$ cat src/rtl/qar_input_capture.sv
// rtl/qar_input_capture.sv - QAR timer input capture: pin sync, edge detect, prescaled timestamp FIFO, MMIO, IRQ
module qar_input_capture #(
  parameter int CNT_W      = 32,
  parameter int FIFO_DEPTH = 4,
  parameter int PRESC_W    = 16
) (
  input  logic        clk,
  input  logic        rst,
  input  logic        mem_valid,
  input  logic        mem_we,
  input  logic [4:0]  mem_addr,
  input  logic [31:0] mem_wdata,
  output logic        mem_ready,
  output logic [31:0] mem_rdata,
  input  logic        cap_in,
  output logic        irq
);
  localparam int AW = $clog2(FIFO_DEPTH);

  logic [3:0]         ctrl;
  logic [PRESC_W-1:0] presc;
  logic [PRESC_W-1:0] pcnt;
  logic [CNT_W-1:0]   count;
  logic               overrun;
  logic               wrap;
  logic [CNT_W-1:0]   fifo [FIFO_DEPTH];
  logic [AW:0]        wr_ptr;
  logic [AW:0]        rd_ptr;
  logic               s1, s2, prev;

  logic        access, wr_acc, rd_acc;
  logic [2:0]  idx;
  logic [AW:0] level;
  logic        not_empty, full, en, tick;
  logic        rise, fall, edge_hit, pop, push_ok, overrun_set, wrap_set, cnt_wr;
  logic [31:0] rdata_next;
  logic        unused_addr_bits;

  assign access    = mem_valid & ~mem_ready;
  assign wr_acc    = access & mem_we;
  assign rd_acc    = access & ~mem_we;
  assign idx       = mem_addr[4:2];
  assign unused_addr_bits = &{1'b0, mem_addr[1:0]};

  assign level     = wr_ptr - rd_ptr;
  assign not_empty = (level != '0);
  assign full      = (level == (AW+1)'(FIFO_DEPTH));
  assign en        = ctrl[0];
  assign tick      = en & (pcnt == presc);
  assign cnt_wr    = wr_acc & (idx == 3'd2);

  assign rise      = s2 & ~prev;
  assign fall      = ~s2 & prev;
  assign edge_hit  = en & ((ctrl[1] & rise) | (ctrl[2] & fall));
  assign pop       = rd_acc & (idx == 3'd3) & not_empty;
  // A pop in the same cycle frees the slot, so a full FIFO still accepts the push.
  assign push_ok     = edge_hit & (~full | pop);
  assign overrun_set = edge_hit & full & ~pop;
  assign wrap_set    = tick & (count == {CNT_W{1'b1}}) & ~cnt_wr;

  always_comb begin
    rdata_next = '0;
    case (idx)
      3'd0: rdata_next = {28'b0, ctrl};
      3'd1: rdata_next = 32'(presc);
      3'd2: rdata_next = 32'(count);
      3'd3: if (not_empty) rdata_next = 32'(fifo[rd_ptr[AW-1:0]]);
      3'd4: rdata_next = {20'b0, 4'(level), 4'b0, wrap, overrun, full, not_empty};
      default: rdata_next = '0;
    endcase
  end

  always_ff @(posedge clk) begin
    if (push_ok) fifo[wr_ptr[AW-1:0]] <= count;
  end

  always_ff @(posedge clk) begin
    if (rst) begin
      ctrl      <= '0;
      presc     <= '0;
      pcnt      <= '0;
      count     <= '0;
      overrun   <= 1'b0;
      wrap      <= 1'b0;
      wr_ptr    <= '0;
      rd_ptr    <= '0;
      s1        <= 1'b0;
      s2        <= 1'b0;
      prev      <= 1'b0;
      mem_ready <= 1'b0;
      mem_rdata <= '0;
      irq       <= 1'b0;
    end else begin
      s1   <= cap_in;
      s2   <= s1;
      prev <= s2;

      mem_ready <= access;
      if (access) mem_rdata <= rdata_next;

      if (wr_acc && idx == 3'd0) ctrl  <= mem_wdata[3:0];
      if (wr_acc && idx == 3'd1) presc <= mem_wdata[PRESC_W-1:0];

      if (wr_acc && idx == 3'd1) pcnt <= '0;
      else if (en)               pcnt <= (pcnt == presc) ? '0 : pcnt + 1'b1;

      // A bus write to COUNT overrides any tick landing in the same cycle.
      if (cnt_wr)    count <= mem_wdata[CNT_W-1:0];
      else if (tick) count <= count + 1'b1;

      if (overrun_set)                                 overrun <= 1'b1;
      else if (wr_acc && idx == 3'd4 && mem_wdata[2])  overrun <= 1'b0;
      if (wrap_set)                                    wrap <= 1'b1;
      else if (wr_acc && idx == 3'd4 && mem_wdata[3])  wrap <= 1'b0;

      if (push_ok) wr_ptr <= wr_ptr + 1'b1;
      if (pop)     rd_ptr <= rd_ptr + 1'b1;

      irq <= ctrl[3] & (not_empty | overrun | wrap);
    end
  end
endmodule
$ cat config.mk
export PLATFORM = sky130hd
export DESIGN_NAME = qar_input_capture
export DESIGN_NICKNAME = d
export VERILOG_FILES = /design/src/rtl/qar_input_capture.sv
export SDC_FILE = /design/constraint.sdc
export NUM_CORES = 1
export LEC_CHECK = 0
export CORE_UTILIZATION = 30
export CTS_CLUSTER_DIAMETER = 100
export CTS_CLUSTER_SIZE = 25
export DETAILED_ROUTE_END_ITERATION = 8
export DONT_BUFFER_PORTS = 1
export HOLD_SLACK_MARGIN = 0.12
export PLACE_DENSITY = 0.41
export SLEW_MARGIN = 25
export SYNTH_ARGS = -nofsm -noshare
export SYNTH_HDL_FRONTEND = slang
export SYNTH_SLANG_ARGS = --single-unit
$ cat constraint.sdc
create_clock -name clk -period 4.84 [get_ports clk]
set_input_delay 0.968 -clock clk [delete_from_list [all_inputs] [get_ports clk]]
set_output_delay 0.968 -clock clk [all_outputs]
set_load 0.1 [all_outputs]
==> summary.md, run 1 <==
| Metric | Value |
|---|---|
| Layout fillers | `3,328` |
| Sequential share of the synthesized area | `0.602` |
| CP required | `5.19 ns` |
| Final WL | `28,300 um` |
| CP max FO | `29` |
| GRT busiest layer | `met2` |
| Full die area | `34,800 um2` |
| Max clock buf depth | `3` |
| Antenna cell count | `0` |
| Critical path class | `reg -> reg` |
| Number of global-route vias before repair | `6,649` |
| H-tree levels | `1` |
| I/O Pins | `76` |
| Post-synthesis net count | `886` |
| Worst R2R Path Depth | `9` |
| Final Hold Fails | `0` |
| Relative slew slack | `0.286` |
| Reg2reg start | `wr_ptr[0]` |
| Chip height | `187 um` |
| Post-route cell area | `11,100 um2` |
| RSZ-0062 raised after global routing | `false` |
| CORE AREA | `33,500 um2` |
| Nets@finish | `864` |
| Antenna violations before repair | `0` |
| Crit path capture type | `register` |
| Worst min-delay path class | `reg -> reg` |
| DRT Pass-1 Iters | `7` |
| Clock Latency Late Sink | `0.49 ns` |
| DR iter-0 viols | `399` |
| Hold depth | `1` |
| Critical Path AT | `3.56 ns` |
| Final worst-path cycle share | `0.664` |
| CTS buffer count | `13` |
| Worst-path clk slew | `0.10 ns` |
| Synthesized flop and latch total | `243` |
| Share of layout cells above drive strength 1 | `0.0965` |
| Slew Limit Fails | `0` |
| Global routing usage on met2 | `0.263` |
| Met1 Track Usage GR | `0.225` |
| FP Rows | `67` |
| RePlAce Congestion | `0.769` |
| Dpl hpwl | `18,500 um` |
| First-pass GRT wire length | `43,000 um` |
| Met3 Usage GRT | `0.0335` |
| Max-cap violations | `0` |
| CTS tree | `done` |
| Total GRT Usage | `0.162` |
| Fmax achieved | `311 MHz` |
| Hold path start | `s1` |
| Setup TNS | `0 ns` |
| R2R setup slack | `1.63 ns` |
| CP Launch Type | `register` |
| Min cycle time layout | `3.21 ns` |
| Placed cell areas | `10,700 um2` |
| Clock Skew | `0.0261 ns` |
| Final setup fails | `0` |
| Endpoint, Worst Hold | `s2` |
| Post-CTS Setup Inserts | `0` |
| Wirelength per Cell | `22.3 um` |
| Post-DRT Antenna Nets | `0` |
| Post-synth top area cell | `edfxtp_1` |
| Port Buffer Count | `0` |
| Synthesized cell area | `10,200 um2` |
| PD cells | `315 nW/um2` |
| Count of cell types in the netlist | `57` |
| Reg2reg end | `mem_rdata[11]` |
| Post-synth top flop | `edfxtp_1` |
| Syn avg cell area | `12.2 um2` |
| Leak Pwr | `3.48 nW` |
| Total number of vias | `6,557` |
| Worst slew pin tran | `1.07 ns` |
| Clock sinks | `243` |
| Hold buffers post-CTS | `0` |
| Synth-to-Final Area Change | `8.36%` |
| DIE WIDTH | `187 um` |
| Initial Util | `0.305` |
| Status | `finished, final reports clean` |
| Vias per cell | `5.18` |
| Post-cts resize count | `0` |
| YS warnings | `0` |
| Synth top area share | `0.376` |
| Synth area leaders | `edfxtp_1, dfxtp_1, mux4_2, nand2_1, xor2_1` |
| Post-Syn Instances | `835` |
| Post-synth EDFFs | `128` |
| # DRC | `0` |
| Async SR Flop Fraction | `0` |
| Grt total ovfl | `0` |
| Largest net degree at the start of global routing | `74` |
| Clk root buf | `clkbuf_16` |
| Peak VDD IR | `0.172 mV` |
-- area by class of cell --
| cell class | instances | area [um2] | area share |
|---|---|---|---|
| repair buffers | 13 | 97.6 | 0.00881 |
| flip-flops and latches | 243 | 6150 | 0.555 |
| inverters | 10 | 37.5 | 0.00339 |
| multi-input cells | 532 | 3840 | 0.347 |
| well taps | 448 | 561 | 0.0506 |
| clock buffers | 21 | 387 | 0.0349 |
-- layer usage --
layer	routed length [um]	part of all wire
met3	1800	0.064
met5	0	0
met4	397	0.014
met1	12900	0.46
met2	13200	0.47
-- Yosys cell counts (all sizes together) (2+ instances only) --
master,count
o41ai,2
nor4,11
o21ai,47
edfxtp,128
nor3,6
nor2,71
a21o,2
mux4,32
and3,16
xnor2,14
or3,13
a22oi,17
nor2b,10
a222oi,11
nand2,94
or4b,2
a211oi,9
and2,5
a221oi,4
ha,8
a311oi,18
a21oi,25
nand4,16
mux2,3
mux2i,8
or4,6
nand3b,4
nor3b,5
buf,13
xor2,31
nand2b,4
dfxtp,115
and4,3
inv,10
nand3,19
clkbuf,37
o31ai,4
-- per-stage QoR --
step            util  hold slack (ns)  worst slack (ns)  total power [mW]  instances
5_1_grt        0.330            0.473              1.37              3.62       1267
4_1_cts        0.330            0.453              1.61              3.54       1267
3_5_place_dp   0.319            0.430              1.63              2.31       1246
3_3_place_gp   0.319            0.424              1.66              2.31       1246
2_1_floorplan      -            0.414              1.52              2.29        835
6_report       0.330            0.450              1.63              3.49       1267
-- where the power goes --
| part | internal, mW | switching [mW] | total (mW) |
|---|---|---|---|
| Sequential | 2.16 | 0.0290 | 2.19 |
| Combinational | 0.0209 | 0.0468 | 0.0677 |
| Clock | 0.556 | 0.673 | 1.23 |
-- worst max-delay path, stage by stage (launching register included) --
cell	delay [ns]
dfxtp_1	0.42
inv_1	0.12
ha_1	0.20
inv_1	0.06
fa_1	0.43
nor2b_1	0.20
nand2b_1	0.27
and2_2	0.57
a222oi_1	0.64
o21ai_0	0.14
-- state kept, by name, summed over array words and instances (netlist names), named ones only --
register	flops
mem_rdata	32
s2	1
count	32
presc	16
wrap	1
fifo	128
overrun	1
prev	1
s1	1
mem_ready	1
wr_ptr	3
pcnt	16
rd_ptr	3
irq	1
ctrl	4
-- worst max path at each step --
| stage | from | end | slack, ns |
|---|---|---|---|
| floorplan | mem_addr[3] | fifo[3][0] | 1.52 |
| CTS | wr_ptr[0] | mem_rdata[11] | 1.61 |
| detailed placement | wr_ptr[0] | mem_rdata[11] | 1.63 |
| global placement | wr_ptr[0] | mem_rdata[11] | 1.66 |
| finish | wr_ptr[0] | mem_rdata[11] | 1.63 |
| global route | wr_ptr[0] | mem_rdata[11] | 1.37 |
-- cell usage in the layout, fill, tap and decap left out, drive strengths merged, types with 5 or more instances in the layout --
master / count
a211oi: 9
a21oi: 25
a222oi: 11
a22oi: 17
a311oi: 18
and2: 5
and3: 16
buf: 13
clkbuf: 21
dfxtp: 115
edfxtp: 128
ha: 8
inv: 10
mux2i: 8
mux4: 32
nand2: 94
nand3: 19
nand4: 16
nor2: 71
nor2b: 10
nor3: 6
nor3b: 5
nor4: 11
o21ai: 47
or3: 13
or4: 6
xnor2: 14
xor2: 31
-- cell families (layout without fill, tap and decap cells) --
| group | Yosys count | after routing | share of synthesized area |
|---|---|---|---|
| simple gates | 287 | 287 | 0.144 |
| flops | 243 | 243 | 0.602 |
| compound gates | 147 | 147 | 0.0964 |
| buf+inv | 60 | 44 | 0.0242 |
| xor+xnor | 46 | 46 | 0.0408 |
| mux | 43 | 43 | 0.0817 |
| fa+ha+maj | 9 | 9 | 0.0118 |
(Power assumes the default switching activity.)
==> run 2, diff against run 1 <==
--- a/config.mk
+++ b/config.mk
@@ -11,7 +11,7 @@
 export DETAILED_ROUTE_END_ITERATION = 8
 export DONT_BUFFER_PORTS = 1
 export HOLD_SLACK_MARGIN = 0.12
-export PLACE_DENSITY = 0.41
+export PLACE_DENSITY = 0.42
 export SLEW_MARGIN = 25
 export SYNTH_ARGS = -nofsm -noshare
 export SYNTH_HDL_FRONTEND = slang
==> constraint.sdc (replaced) <==
create_clock -name clk -period 2.91 [get_ports clk]
set_input_delay 0.582 -clock clk [delete_from_list [all_inputs] [get_ports clk]]
set_output_delay 0.582 -clock clk [all_outputs]
set_load 0.1 [all_outputs]
==> run 2 against run 1 <==
  * Wire length rose by 1.7%
  * Fmax rose by 20%
  * Final cell count rose by 2.4%
  * Utilization rose by 1.0 points
  * Register-to-register slack got worse by 1.4 ns
  * Cell area rose by 3.1%
  * Clock skew fell by 0.0047 ns
  * Via count rose by 1.9%
  * Critical endpoint is now count[12]
  * Global-route usage rose by 0.22 points
  * Highest routed layer unchanged
  * Sequential cell count did not move
  * Sequential power rose by 66%
==> summary.md, run 2 (synthesized netlist as in run 1, its figures left out) <==
| Metric | Value |
|---|---|
| Status | `finished, final reports clean` |
| Wirelength per Cell | `22.2 um (-0.71%)` |
| FP Rows | `67 (unchanged)` |
| Hold buffers post-CTS | `0 (unchanged)` |
| Worst slew pin tran | `0.990 ns (-0.0792 ns)` |
| Share of layout cells above drive strength 1 | `0.135 (+0.0388)` |
| Port Buffer Count | `0 (unchanged)` |
| Final Hold Fails | `0 (unchanged)` |
| I/O Pins | `76 (unchanged)` |
| CP Launch Type | `register` |
| Clock Latency Late Sink | `0.50 ns (about the same)` |
| Relative slew slack | `0.339 (+0.0529)` |
| FF/Latch Area | `6150 um2 (unchanged)` |
| Post-cts resize count | `0 (unchanged)` |
| Crit path capture type | `register` |
| CP required | `3.31 ns (-1.88 ns)` |
| H-tree levels | `1 (unchanged)` |
| PD cells | `530 nW/um2 (+68%)` |
| Hold depth | `1 (unchanged)` |
| Post-CTS Setup Inserts | `0 (unchanged)` |
| Full die area | `34,800 um2 (unchanged)` |
| Max-cap violations | `0 (unchanged)` |
| Dpl hpwl | `19,200 um (+3.9%)` |
| Antenna cell count | `0 (unchanged)` |
| RSZ-0062 raised after global routing | `false` |
| Setup TNS | `0 ns (unchanged)` |
| Critical path buffers and inverters | `0 (-2)` |
| Final WL | `28,800 um (+1.7%)` |
| Overall power | `6.05 mW (+73%)` |
| Vias per cell | `5.15 (-0.51%)` |
| Synth-to-Final Area Change | `11.8%` |
| Layout fillers | `3,361 (+0.99%)` |
| Grt total ovfl | `0 (unchanged)` |
| CP max FO | `11 (-62%)` |
| Number of global-route vias before repair | `6,685 (+0.54%)` |
| Max clock buf depth | `3 (unchanged)` |
| Worst-path clk slew | `0.10 ns (about the same)` |
| Inst Count DP | `1,274 (+2.2%)` |
| Largest net degree at the start of global routing | `74 (unchanged)` |
| # DRC | `0 (unchanged)` |
| First-pass GRT wire length | `43,200 um (+0.50%)` |
| Worst min-delay path class | `in -> reg` |
| Nets@finish | `893 (+3.4%)` |
| Min cycle time layout | `2.67 ns (-0.539 ns)` |
| Peak VDD IR | `0.337 mV (+95%)` |
| Critical path class | `reg -> reg` |
| Crit path depth | `6 (-3)` |
| Critical path cell sequence | `xor2_1 -> nor4_2 -> and3_1 -> nand4_1 -> or4_1 -> a311oi_1` |
| Total number of vias | `6,683 (+1.9%)` |
| Worst R2R Path Depth | `6 (-3)` |
| Slew Limit Fails | `0 (unchanged)` |
| CP peak stage delay | `0.55 ns (-0.09 ns)` |
| DIE WIDTH | `187 um (unchanged)` |
| Area of the multi-input gates | `3850 um2 (about the same)` |
| Critical Path AT | `3.08 ns (-0.48 ns)` |
| CTS tree | `done` |
| Crit-path leading delay family | `simple AND/OR/NAND/NOR gates` |
| Antenna violations before repair | `0 (unchanged)` |
| Leak Pwr | `3.68 nW (+5.5%)` |
| Total GRT Usage | `0.165 (+0.00224)` |
| Final worst-path cycle share | `0.919 (+0.255)` |
| Chip height | `187 um (unchanged)` |
| Post-Layout Cell Count | `1,298 (+2.4%)` |
| DR iter-0 viols | `480 (+20%)` |
| CORE AREA | `33,500 um2 (unchanged)` |
| Fmax achieved | `374 MHz (+20%)` |
| Final setup fails | `0 (unchanged)` |
| Post-DRT Antenna Nets | `0 (unchanged)` |
| Clock Skew | `0.0213 ns (-0.00472 ns)` |
| RePlAce Congestion | `0.763 (-0.78%)` |
| Slowest cell on the critical path | `or4_1` |
| Initial Util | `0.305 (unchanged)` |
| Commonest non-fill, non-tap cell in the layout | `edfxtp_1` |
| DRT Pass-1 Iters | `6 (-1)` |
| Largest register FFs | `128 (unchanged)` |
| Most frequent cells in the layout | `edfxtp_1, dfxtp_1, nand2_1` |
| Clock sinks | `243 (unchanged)` |
| CTS buffer count | `14 (+1)` |
| Clk root buf | `clkbuf_16` |
## run 2: cell count changes in the layout (fill, tap and decap cells not counted), moves of 2 or more
cell,previous run,this run
buf_12,0,5
clkbuf_1,6,4
buf_4,13,36
and3_1,16,12
and3_2,0,4
## run 2: power breakdown
group          switching [mW]  leakage (nW)  total [mW]  internal, mW
clock                    1.20         0.224        2.27          1.07
combinational          0.0981          1.35       0.143        0.0450
sequential             0.0330          2.10        3.63          3.60
total                    1.33          3.68        6.05          4.72
## run 2: layer usage
| layer | wire, um | global-route usage |
|---|---|---|
| met1 | 13300 | 0.231 |
| met2 | 13200 | 0.265 |
| met3 | 1760 | 0.0322 |
| met4 | 488 | 0.0315 |
| met5 | 0 | 0 |
## run 2: path summary, 6_finish.rpt
check,from,to,slack (ns)
worst max register to register,pcnt[3],count[12],0.24
worst max-delay path,pcnt[3],count[12],0.24
worst min register to register,s1,s2,0.45
worst min-delay path,rst,count[18],0.16
## run 2: layout make-up
| cell class | count | share of cell area |
|---|---|---|
| clock inverters | 4 | 0.00537 |
| flip-flops and latches | 243 | 0.538 |
| multi-input cells | 532 | 0.337 |
| clock buffers | 20 | 0.0346 |
| repair buffers | 41 | 0.0324 |
| inverters | 10 | 0.00329 |
| well taps | 448 | 0.0491 |
## run 2: stage by stage
step	utilization	area, um2	setup WS (ns)	hold WS, ns
CTS	0.341	11400	0.165	0.130
detailed placement	0.327	11000	0.171	0.428
floorplan	-	10200	0.00818	0.414
global placement	0.327	11000	0.185	0.417
global route	0.341	11400	0.0410	0.135
finish	0.341	11400	0.237	0.155
==> run 3, diff against run 2 <==
--- a/config.mk
+++ b/config.mk
@@ -5,6 +5,7 @@
 export SDC_FILE = /design/constraint.sdc
 export NUM_CORES = 1
 export LEC_CHECK = 0
+export CORE_MARGIN = 4
 export CORE_UTILIZATION = 30
 export CTS_CLUSTER_DIAMETER = 100
 export CTS_CLUSTER_SIZE = 25
==> run 3 against run 2 <==
  * Die area grew 6.5%
  * Final cell count is the same
  * Via count up 0.46%
  * Wire length increased by 0.90%
  * Sequential share of layout area is 0.16 points higher
  * Global-route usage is 0.83 points lower
  * Critical endpoint is now mem_rdata[3]
  * Highest routed layer unchanged
==> summary.md, run 3 (synthesized netlist as in run 1, its figures left out) <==
| Metric | Value |
|---|---|
| I/O Pins | `76 (unchanged)` |
| Synth-to-Final Area Change | `11.4%` |
| RSZ-0062 raised after global routing | `false` |
| Most frequent cells in the layout | `edfxtp_1, dfxtp_1, nand2_1` |
| Total number of vias | `6,714 (+0.46%)` |
| Post-DRT Antenna Nets | `0 (unchanged)` |
| Min cycle time layout | `2.66 ns (-0.0115 ns)` |
| Most numerous cell on the critical path | `inv_1` |
| Final worst-path cycle share | `0.915 (-0.00395)` |
| Antenna cell count | `0 (unchanged)` |
| Hold buffers post-CTS | `0 (unchanged)` |
| Clock Latency Late Sink | `0.50 ns (about the same)` |
| Slew Limit Fails | `0 (unchanged)` |
| Peak VDD IR | `0.289 mV (-14%)` |
| Share of layout cells above drive strength 1 | `0.132 (-0.00353)` |
| CP max FO | `15 (+4)` |
| Max-cap violations | `0 (unchanged)` |
| Port Buffer Count | `0 (unchanged)` |
| Post-route cell area | `11,400 um2 (-0.30%)` |
| Vias per cell | `5.17 (+0.46%)` |
| Largest register FFs | `128 (unchanged)` |
| Global routing usage on met2 | `0.254 (-0.0113)` |
| # DRC | `0 (unchanged)` |
| First-pass GRT wire length | `43,800 um (+1.2%)` |
| Critical Path AT | `3.01 ns (-0.07 ns)` |
| Full die area | `37,100 um2 (+6.5%)` |
| CP required | `3.26 ns (-0.05 ns)` |
| Final WL | `29,000 um (+0.90%)` |
| CORE AREA | `33,500 um2 (unchanged)` |
| Setup TNS | `0 ns (unchanged)` |
| DIE WIDTH | `193 um (+3.2%)` |
| RePlAce Congestion | `0.741 (-2.9%)` |
| Fmax achieved | `376 MHz (+0.43%)` |
| Wirelength per Cell | `22.4 um (+0.90%)` |
| Chip height | `193 um (+3.2%)` |
| Leak Pwr | `3.66 nW (-0.35%)` |
| CP Launch Type | `register` |
| Layout fillers | `3,367 (+0.18%)` |
| Clk root buf | `clkbuf_16` |
| Crit path capture type | `register` |
| Relative slew slack | `0.338 (-0.000767)` |
| Status | `finished, final reports clean` |
| Clock sinks | `243 (unchanged)` |
| Placed cell areas | `10,900 um2 (-0.13%)` |
| Critical path buffers and inverters | `3 (+3)` |
| Slowest cell on the critical path | `a221oi_1` |
| Final setup fails | `0 (unchanged)` |
| DRT Pass-1 Iters | `5 (-1)` |
| Critical path cell sequence | `inv_1 -> ha_1 -> inv_1 -> fa_1 -> nor2b_1 -> nand2b_1 -> and2_1 -> buf_4 -> a221oi_1 -> o21ai_0` |
| Dpl hpwl | `19,400 um (+0.85%)` |
| Nets@finish | `893 (unchanged)` |
| CTS tree | `done` |
| Met1 Track Usage GR | `0.221 (-0.0103)` |
| Total GRT Usage | `0.156 (-0.00834)` |
| H-tree levels | `1 (unchanged)` |
| Commonest non-fill, non-tap cell in the layout | `edfxtp_1` |
| CTS buffer count | `14 (unchanged)` |
| Worst slew pin tran | `0.992 ns (+0.00115 ns)` |
| FP Rows | `67 (unchanged)` |
| Grt total ovfl | `0 (unchanged)` |
| Critical path class | `reg -> reg` |
| DR iter-0 viols | `460 (-4.2%)` |
| GRT busiest layer | `met2` |
| Initial Util | `0.305 (unchanged)` |
| Antenna violations before repair | `0 (unchanged)` |
| Largest net degree at the start of global routing | `74 (unchanged)` |
| Met3 Usage GRT | `0.0317 (-0.000504)` |
| Final Hold Fails | `0 (unchanged)` |
| Max clock buf depth | `3 (unchanged)` |
| Crit-path leading delay family | `adder cells` |
| PD cells | `522 nW/um2 (-1.4%)` |
| Worst min-delay path class | `in -> reg` |
| Number of global-route vias before repair | `6,683 (-0.030%)` |
| Clock Skew | `0.0336 ns (+0.0123 ns)` |
| Worst-path clk slew | `0.10 ns (about the same)` |
| CP peak stage delay | `0.45 ns (-0.10 ns)` |
[run 3: cell types whose count changed in the layout (fill, tap and decap cells not counted)]
cell,delta
clkbuf_1,+2
clkinv_8,+1
bufinv_16,-1
buf_4,+1
clkbuf_2,-1
inv_6,-1
buf_12,-1
and3_1,+1
and3_2,-1
[run 3: final cells by class]
| class | instances | area [um2] | area share |
|---|---|---|---|
| Clock inverter | 3 | 38.8 | 0.00341 |
| Tap cell | 448 | 561 | 0.0492 |
| Clock buffer | 21 | 398 | 0.0349 |
| Multi-Input combinational cell | 532 | 3840 | 0.338 |
| Timing Repair Buffer | 41 | 358 | 0.0314 |
| Inverter | 10 | 37.5 | 0.00330 |
| Sequential cell | 243 | 6150 | 0.540 |
[run 3: repair_timing]
action | 4_1_cts | 5_1_grt
gates resized for setup | 0 | 0
buffers inserted | 0 | 0
setup endpoints to repair | 0 | 2
[run 3: path summary, 6_finish.rpt]
kind,start,endpoint,slack (ns),cells after the start
setup / recovery,wr_ptr[0],mem_rdata[3],0.25,10
hold / removal,rst,count[28],0.16,1
setup reg to reg,wr_ptr[0],mem_rdata[3],0.25,10
hold reg to reg,s1,s2,0.46,1
[run 3: metrics by stage]
| step | setup WS (ns) | util | hold WS [ns] | instances | total power [mW] |
|---|---|---|---|---|---|
| 3_3_place_gp | 0.247 | 0.326 | 0.417 | 1274 | 3.86 |
| 4_1_cts | 0.226 | 0.340 | 0.130 | 1298 | 6.04 |
| 6_report | 0.248 | 0.340 | 0.164 | 1298 | 5.94 |
| 3_5_place_dp | 0.257 | 0.326 | 0.439 | 1274 | 3.86 |
| 5_1_grt | 0.0101 | 0.340 | 0.127 | 1298 | 6.17 |
| 2_1_floorplan | 0.00818 | - | 0.414 | 835 | 3.81 |
[run 3: per-layer routing]
metal  part of all wire  vias to the layer above  wire, um
met5                  0                        -         0
met4              0.015                        0       436
met3              0.056                       25      1630
met2               0.46                      130     13400
met1               0.47                     3412     13600
li1                   -                     3147         -
[run 3: power breakdown]
| part | total [mW] | internal, mW | switching, mW |
|---|---|---|---|
| Clock | 2.17 | 0.989 | 1.18 |
| Combinational | 0.150 | 0.0463 | 0.104 |
| Sequential | 3.62 | 3.60 | 0.0270 |
| Total | 5.94 | 4.63 | 1.31 |
==> edit: new RTL, config.mk and constraints of run 1 <==
Register the output `irq` once more, with the module's reset; this adds one clock of latency there. The other outputs are not delayed to match.
--- a/src/rtl/qar_input_capture.sv
+++ b/src/rtl/qar_input_capture.sv
@@ -17,4 +17,6 @@
 );
   localparam int AW = $clog2(FIFO_DEPTH);
+
+  logic irq_s0;
 
   logic [3:0]         ctrl;
@@ -90,5 +92,5 @@
       mem_ready <= 1'b0;
       mem_rdata <= '0;
-      irq       <= 1'b0;
+      irq_s0    <= 1'b0;
     end else begin
       s1   <= cap_in;
@@ -117,6 +119,14 @@
       if (pop)     rd_ptr <= rd_ptr + 1'b1;
 
-      irq <= ctrl[3] & (not_empty | overrun | wrap);
+      irq_s0 <= ctrl[3] & (not_empty | overrun | wrap);
     end
   end
+  always_ff @(posedge clk) begin
+    if (rst) begin
+      irq <= '0;
+    end else begin
+      irq <= irq_s0;
+    end
+  end
+
 endmodule
Function: changed (Yosys sat finds a counterexample within 10 cycles, from zero or initial values and one cycle with rst high).
==> edit against run 1 <==
- sequential cell count increased by 1
- cell area decreased by 0.15%
- utilization increased by 0.62 points
- largest power group unchanged
- worst setup slack improved by 0.14 ns
- wire length decreased by 4.0%
- non-clock buffer count increased by 1
- hold slack got worse by 0.0049 ns
- combinational power decreased by 13%
- power increased by 2.3%
- area after synthesis decreased by 1.1%
==> edit: results (changes against run 1) <==
Outcome: complete, no violations (unchanged)
Placed cells: 1233 (was 1246)
CTS HTree Levels: 1 (unchanged)
CTS buffer count: 14 (was 13)
First-pass GRT wire length: 41200 um (was 43000 um)
Tot Pwr: 0.00357 W (was 0.00349 W)
Initial antenna violation count: 1 (was 0)
DRT iter0 DRCs: 420 (was 399)
Met3 Routed Length: 1230 um (was 1800 um)
Top cells by area, synth: edfxtp_1 38%, dfxtp_1 23%, mux4_2 7.1% (unchanged)
Netlist cell types: 44 (was 57)
WL/cell: 21.6 um (was 22.3 um)
Detailed placement HPWL: 17200 um (was 18500 um)
Arr. time, crit path: 3.19 ns (was 3.56 ns)
Via count: 6454 (was 6557)
Crit Path Max Fanout: 33 (was 29)
Total GRT Usage: 16.1% (was 16.2%)
DRT Pass-1 Iters: 5 (was 7)
Register area share after synthesis: 61.0% (was 60.2%)
Leakage: 3.49 nW (was 3.48 nW)
Combinational share of power: 1.7% (was 1.9%)
M1 GR Usage: 20.4% (was 22.5%)
Post-Syn Area per Cell: 12.3 um^2 (was 12.2 um^2)
Routed wl met2: 13400 um (was 13200 um)
DR top layer: met4 (unchanged)
Relative slew slack: 31.1% (was 28.6%)
N_diodes: 0 (unchanged)
M2 GR Usage: 27.4% (was 26.3%)
Layout Skew: 0.0261 ns (about the same)
VDD IR max: 0.000190 V (was 0.000172 V)
Area after DPL: 10600 um^2 (was 10700 um^2)
Post-Syn Nets: 876 (was 886)
M3 GR Usage: 3.29% (was 3.35%)
Largest net degree at the start of global routing: 73 (was 74)
Synth top cells by count: 128 x edfxtp_1, 116 x dfxtp_1, 84 x nand2_1 (was 128 x edfxtp_1, 115 x dfxtp_1, 94 x nand2_1)
Nets: 858 (was 864)
Vias in the first global route: 6581 (was 6649)
Fillers: 3319 (was 3328)
Gpl congestion: 0.744 (was 0.769)
Pint: 0.00279 W (was 0.00274 W)
Fraction of layout cells with a size suffix above 1: 9.94% (was 9.65%)
Synthesis warning total: 0 (unchanged)
Wl on met1: 11900 um (was 12900 um)
Vias per inst: 5.13 (was 5.18)
edit: cell count changes after synthesis, sizes merged, moves of 7 or more:
cell    delta
clkbuf     +8
nand2     -10
xnor2      +7
nor2      +10
nor4       -7
buf       -10
edit: worst max-delay path, stage by stage (launching register included):
cell and delay [ns]:
dfxtp_1 0.36, inv_1 0.12, ha_1 0.15, inv_1 0.05, fa_1 0.37, xnor3_1 0.26
and3b_1 0.23, a21oi_1 0.44, and2_1 0.21, buf_4 0.49
edit: per-stage QoR:
stage               utilization [%]  hold WS [ns]  setup WS (ns)
floorplan                         -         0.414           1.47
global placement               32.3         0.420           1.59
detailed placement             32.3         0.428           1.58
CTS                            33.6         0.452           1.70
global route                   33.6         0.466           1.54
finish                         33.6         0.445           1.76
edit: final timing paths:
path | startpoint | to | slack (ns) | cells after the start
max | wr_ptr[0] | fifo[3][19] | 1.76 | 9
min | s1 | s2 | 0.44 | 1
max reg2reg | wr_ptr[0] | fifo[3][19] | 1.76 | 9
min reg2reg | s1 | s2 | 0.44 | 1
edit: final cells by class:
class,instances,share of cell area (%)
clock buffer,21,3.69
clock inverter,3,0.306
inverter,11,0.373
multi-input combinational,522,33.9
sequential,244,55.8
tap,442,5.00
timing repair buffer,14,0.951
edit: cell families (layout without fill, tap and decap cells):
family | count (synthesis) | after routing | synth area share, %
simple gates | 275 | 275 | 13.5
flops | 244 | 244 | 61.0
compound gates | 146 | 146 | 9.50
buf+inv | 59 | 49 | 2.19
xor+xnor | 49 | 49 | 4.38
mux | 43 | 43 | 8.23
fa+ha+maj | 9 | 9 | 1.19
